--- config.mk ---
export PLATFORM = sky130hd
export DESIGN_NAME = flag_branch_unit_flat
export DESIGN_NICKNAME = d
export VERILOG_FILES = /design/src/rtl/flag_branch_if.sv /design/src/rtl/flag_branch_unit.sv /design/src/flat_wrapper.sv
export SDC_FILE = /design/constraint.sdc
export NUM_CORES = 1
export LEC_CHECK = 0
export CAP_MARGIN = 20
export CELL_PAD_IN_SITES_DETAIL_PLACEMENT = 1
export CELL_PAD_IN_SITES_GLOBAL_PLACEMENT = 1
export CORE_UTILIZATION = 33
export DETAILED_ROUTE_END_ITERATION = 6
export GPL_TIMING_DRIVEN = 0
export PLACE_DENSITY = 0.73
export SLEW_MARGIN = 20
export SYNTH_ARGS = -nofsm -noshare
export SYNTH_HDL_FRONTEND = slang
export SYNTH_SLANG_ARGS = --single-unit
--- constraint.sdc ---
create_clock -name clk -period 2.35 [get_ports clk]
set_clock_uncertainty 0.15 [all_clocks]
set_input_delay 0.3525 -clock clk [delete_from_list [all_inputs] [get_ports clk]]
set_output_delay 0.3525 -clock clk [all_outputs]
set_load 0.05 [all_outputs]
--- src/rtl/flag_branch_if.sv ---
// Consumer-side ALU flag interface: flag/branch/interrupt controls in,
// condition-code register state and branch/flush status out.
interface flag_branch_if;
    logic [3:0] alu_flags;
    logic       flag_we;
    logic       branch_valid;
    logic [1:0] branch_type;
    logic       int_save;
    logic       int_restore;
    logic [3:0] flags_q;
    logic       branch_taken;
    logic       flush;
    logic       busy;
    logic       saved_valid;

    modport master (
        output alu_flags, flag_we, branch_valid, branch_type, int_save, int_restore,
        input  flags_q, branch_taken, flush, busy, saved_valid
    );

    modport slave (
        input  alu_flags, flag_we, branch_valid, branch_type, int_save, int_restore,
        output flags_q, branch_taken, flush, busy, saved_valid
    );
endinterface

--- src/rtl/flag_branch_unit.sv ---
// Condition-code register with branch resolution, post-branch flush sequencing
// and single-level interrupt save/restore of the flags.
module flag_branch_unit #(
    parameter int FLUSH_CYCLES = 2
) (
    input  logic              clk,
    input  logic              rst,
    flag_branch_if.slave      bus
);
    typedef enum logic {IDLE, FLUSH} state_t;

    localparam logic [3:0] CNT_LOAD = 4'(FLUSH_CYCLES - 1);

    state_t     state_q, state_d;
    logic [3:0] cnt_q, cnt_d;
    logic [3:0] ccr_q, ccr_d;
    logic [3:0] snap_q, snap_d;
    logic       saved_valid_q, saved_valid_d;
    logic       taken_q, taken_d;

    logic       cond_met;
    logic       restore_hit;
    logic [3:0] ccr_base;
    logic [3:0] clr_mask;

    always_comb begin
        cond_met = 1'b0;
        clr_mask = 4'b0000;
        unique case (bus.branch_type)
            2'b00: begin cond_met = ccr_q[0]; clr_mask = 4'b0001; end
            2'b01: begin cond_met = ccr_q[1]; clr_mask = 4'b0010; end
            2'b10: begin cond_met = ccr_q[2]; clr_mask = 4'b0100; end
            default: begin cond_met = 1'b1; clr_mask = 4'b0000; end
        endcase
    end

    // Restore beats ALU write; the taken-branch clear is applied on top of either.
    assign restore_hit = bus.int_restore && saved_valid_q;
    assign ccr_base    = restore_hit ? snap_q :
                         bus.flag_we ? bus.alu_flags : ccr_q;

    always_comb begin
        state_d       = state_q;
        cnt_d         = cnt_q;
        taken_d       = 1'b0;
        ccr_d         = ccr_base;
        snap_d        = snap_q;
        saved_valid_d = saved_valid_q;

        unique case (state_q)
            IDLE: begin
                if (bus.branch_valid && cond_met) begin
                    taken_d = 1'b1;
                    ccr_d   = ccr_base & ~clr_mask;
                    state_d = FLUSH;
                    cnt_d   = CNT_LOAD;
                end
            end
            FLUSH: begin
                // Branches arriving here belong to squashed instructions.
                if (cnt_q == 4'd0) begin
                    state_d = IDLE;
                end else begin
                    cnt_d = cnt_q - 4'd1;
                end
            end
            default: begin
                state_d = IDLE;
                cnt_d   = 4'd0;
            end
        endcase

        if (restore_hit) begin
            saved_valid_d = 1'b0;
        end else if (bus.int_save) begin
            snap_d        = ccr_q;
            saved_valid_d = 1'b1;
        end
    end

    always_ff @(posedge clk) begin
        if (rst) begin
            state_q       <= IDLE;
            cnt_q         <= 4'd0;
            ccr_q         <= 4'd0;
            snap_q        <= 4'd0;
            saved_valid_q <= 1'b0;
            taken_q       <= 1'b0;
        end else begin
            state_q       <= state_d;
            cnt_q         <= cnt_d;
            ccr_q         <= ccr_d;
            snap_q        <= snap_d;
            saved_valid_q <= saved_valid_d;
            taken_q       <= taken_d;
        end
    end

    assign bus.flags_q      = ccr_q;
    assign bus.branch_taken = taken_q;
    assign bus.flush        = (state_q == FLUSH);
    assign bus.busy         = (state_q == FLUSH);
    assign bus.saved_valid  = saved_valid_q;
endmodule

--- src/flat_wrapper.sv ---
// flat-port wrapper written by rule: the top's interface ports become plain ports
module flag_branch_unit_flat 
#(
    parameter int FLUSH_CYCLES = 2
)
  (clk, rst, bus_alu_flags, bus_flag_we, bus_branch_valid, bus_branch_type, bus_int_save, bus_int_restore, bus_flags_q, bus_branch_taken, bus_flush, bus_busy, bus_saved_valid);
  flag_branch_if bus_i ();
  input  logic clk;
  input  logic rst;
  input wire logic [$bits(bus_i.alu_flags)-1:0] bus_alu_flags;
  input wire logic [$bits(bus_i.flag_we)-1:0] bus_flag_we;
  input wire logic [$bits(bus_i.branch_valid)-1:0] bus_branch_valid;
  input wire logic [$bits(bus_i.branch_type)-1:0] bus_branch_type;
  input wire logic [$bits(bus_i.int_save)-1:0] bus_int_save;
  input wire logic [$bits(bus_i.int_restore)-1:0] bus_int_restore;
  output wire logic [$bits(bus_i.flags_q)-1:0] bus_flags_q;
  output wire logic [$bits(bus_i.branch_taken)-1:0] bus_branch_taken;
  output wire logic [$bits(bus_i.flush)-1:0] bus_flush;
  output wire logic [$bits(bus_i.busy)-1:0] bus_busy;
  output wire logic [$bits(bus_i.saved_valid)-1:0] bus_saved_valid;
  assign bus_i.alu_flags = bus_alu_flags;
  assign bus_i.flag_we = bus_flag_we;
  assign bus_i.branch_valid = bus_branch_valid;
  assign bus_i.branch_type = bus_branch_type;
  assign bus_i.int_save = bus_int_save;
  assign bus_i.int_restore = bus_int_restore;
  assign bus_flags_q = bus_i.flags_q;
  assign bus_branch_taken = bus_i.branch_taken;
  assign bus_flush = bus_i.flush;
  assign bus_busy = bus_i.busy;
  assign bus_saved_valid = bus_i.saved_valid;
  flag_branch_unit #(.FLUSH_CYCLES(FLUSH_CYCLES)) u_core (.clk(clk), .rst(rst), .bus(bus_i));
endmodule
==> impl_metrics.py <==
metrics = {
    "outcome": {
        "status": "completed",
    },
    "clock_network": {
        "clkTransAtPathRegs_ps": 90,
        "h-tree-depth": 1,
        "numCtsBuffers": 3,
        "tritoncts": "done",
        "postCtsHoldBufs": 0,
        "cts_buffer_depth": 2,
        "post_cts_resized": 0,
        "clock-sinks": 15,
        "insertion_delay_ps": 280,
        "cts-root-buf": "clkbuf_4",
        "postCtsSetupRepairBufs": 0,
    },
    "timing": {
        "max_slew_margin_pct": 61.97,
        "final_max_slew_viol_count": 0,
        "grt_setup_unrepaired": "false",
        "hold_viol": 0,
        "fin_ws_ps": 303.8,
        "setup_viol": 0,
        "setup_tns_ps": 0,
        "min_period_over_period_pct": 87.07,
        "holdWs_ps": 357.2,
        "max_freq_mhz": 488.7,
        "final.min_clock_period_ps": 2046,
        "worst_pin_slew_ps": 569.3,
    },
    "synthesis": {
        "async_reset_ff_share_pct": 0,
        "synthAdderAreaFrac_pct": 1.783,
        "ys_seq_area_share_pct": 42.78,
        "yosysWarnings": 0,
        "netlist_top_cells_count": "dfxtp_1 (15), nor2_1 (10), mux2i_1 (6), nand2_1 (5)",
        "syn-num-nets": 88,
        "synth_cell_type_count": 32,
        "synth-xor-area-share_pct": 0,
        "synth_seq_cells": 15,
        "synthesis.instances": 75,
        "yosysTopAreaCell": "dfxtp_1",
        "synth_edf_count": 0,
        "syn-mean-instance-area_um2": 9.359,
        "synth_area_um2": 701.9,
        "yosys.area_share.simple_pct": 23.89,
        "synth_top_area_share_pct": 42.78,
        "ys.flop_type": "dfxtp_1",
        "synth_area_leaders": "dfxtp_1 (43%), mux2i_1 (8.6%), nor2_1 (5.3%)",
        "synth_top_family_by_area": "simple AND/OR/NAND/NOR gates",
        "post-synth-top-count-cell": "dfxtp_1",
        "synth-compound-area-share_pct": 17.11,
        "synthMuxAreaShare_pct": 10.16,
    },
    "worst_setup_path": {
        "path_cells": "clkdlybuf4s50_1",
        "crit_family": "buffers and inverters",
        "critPathRequiredTime_ps": 1850,
        "crit_buf_inv": 1,
        "worst-setup-path-type": "reg2out",
        "cp-end-kind": "output port",
        "start_kind": "register",
        "critical-path-max-stage-delay_ps": 840,
        "critPathArrivalTime_ps": 1540,
        "crit_path_max_fanout": 6,
        "slowest_stage": "clkdlybuf4s50_1",
    },
    "pwr": {
        "ir_drop_uv": 332.6,
        "powerDensity_nw_per_um2": 606.7,
        "leakagePower_nw": 0.3614,
    },
    "detailed_routing": {
        "vias": 645,
        "via_per_inst": 5.160,
        "drt_iter0_drc": 7,
        "route.antenna.remaining_nets": 0,
        "drc": 0,
        "wl_um": 1780,
        "drtPass1Iterations": 3,
        "wl_per_cell_um": 14.24,
    },
    "grt": {
        "antenna_found_initial": 0,
        "grt_pass1_wl_um": 2684,
        "grt-ovfl-total": 0,
        "grt_pass1_vias": 617,
        "grt_max_degree": 11,
        "groute.usage.overall_pct": 17.73,
    },
    "finish": {
        "nets": 112,
        "syn_to_final_growth_pct": 35.65,
        "layout-drive-gt1-share_pct": 8.163,
        "design_area_um2": 952.2,
        "diodes": 0,
    },
    "floorplan": {
        "start_util_pct": 35.42,
        "core_area_um2": 1982,
        "io_pins": 20,
        "fp.dieH_um": 48.12,
        "chipWidth_um": 48.12,
        "row_count": 16,
        "dieArea_um2": 2316,
    },
    "min_path": {
        "hold_class": "reg2reg",
    },
    "placed_design": {
        "gp_congestion": 0.7849,
        "placed_area_um2": 925.9,
        "place_hpwl_um": 1392,
        "port_buffers": 19,
        "preCtsSetupSlack_ps": 368.1,
    },
    "job": {
        "cap_violations": 0,
    },
}
[kinds of logic after synthesis]
family          Yosys count
flops                    15
compound gates           15
mux                       7
buf+inv                   6
simple gates             31
fa+ha+maj                 1
[layout make-up]
| class | count | area, um2 |
|---|---|---|
| multi-input cells | 54 | 371.6 |
| fillers | 235 | 1030 |
| plain buffers | 3 | 18.77 |
| inverters | 3 | 11.26 |
| clock buffers | 4 | 26.28 |
| flip-flops and latches | 15 | 300.3 |
| repair buffers | 19 | 190.2 |
| well taps | 27 | 33.78 |
[metal layers]
layer / wire length [um] / global-route usage (%) / part of all wire [%]
met1: 787 / 19.41 / 44
met2: 925 / 31.89 / 52
met3: 55 / 4.444 / 3.1
met4: 12 / 8.333 / 0.67
met5: 0 / 0 / 0
[path summary, 6_finish.rpt]
kind                              start              end  slack [ps]  depth (start not counted)
hold / removal          u_core.cnt_q[3]  u_core.cnt_q[3]         360                          2
setup reg to reg        u_core.bus.busy  u_core.cnt_q[3]         540                          4
hold reg to reg         u_core.cnt_q[3]  u_core.cnt_q[3]         360                          2
setup / recovery  u_core.bus.flags_q[2]   bus_flags_q[2]         300                          1
[sequential cells by signal, summed over array words and instances, names as in the netlist]
name	cells
u_core.bus.branch_taken	1
u_core.bus.saved_valid	1
u_core.bus.busy	1
u_core.cnt_q	4
u_core.bus.flags_q	4
u_core.snap_q	4
[through the flow]
stage          power, mW  utilization, %  std cells
6_report          0.5777           48.04        125
3_5_place_dp      0.4366           46.72        121
5_1_grt           0.6123           48.04        125
2_1_floorplan     0.3753               -         75
4_1_cts           0.5835           48.04        125
3_3_place_gp      0.4316           46.72        121
[layout by cell type, fill, tap and decap left out, types with 2 or more instances in the layout]
master | netlist | final
nor2_1 | 10 | 10
nor4_1 | 2 | 2
nor3_1 | 3 | 3
clkbuf_1 | 1 | 2
dfxtp_1 | 15 | 15
buf_4 | 2 | 2
inv_1 | 3 | 3
clkdlybuf4s50_1 | 0 | 19
nor2b_1 | 2 | 2
or3b_1 | 2 | 2
mux2i_1 | 6 | 6
nand2b_1 | 2 | 2
clkbuf_4 | 0 | 3
nand2_1 | 5 | 5
a221oi_1 | 2 | 2
a21oi_1 | 2 | 2
[power breakdown]
group | internal [mW] | total (mW) | switching [mW]
sequential | 0.269 | 0.282 | 0.0128
combinational | 0.0636 | 0.147 | 0.0838
clock | 0.0658 | 0.148 | 0.0825
No activity file was read; power rests on OpenSTA's default activity.
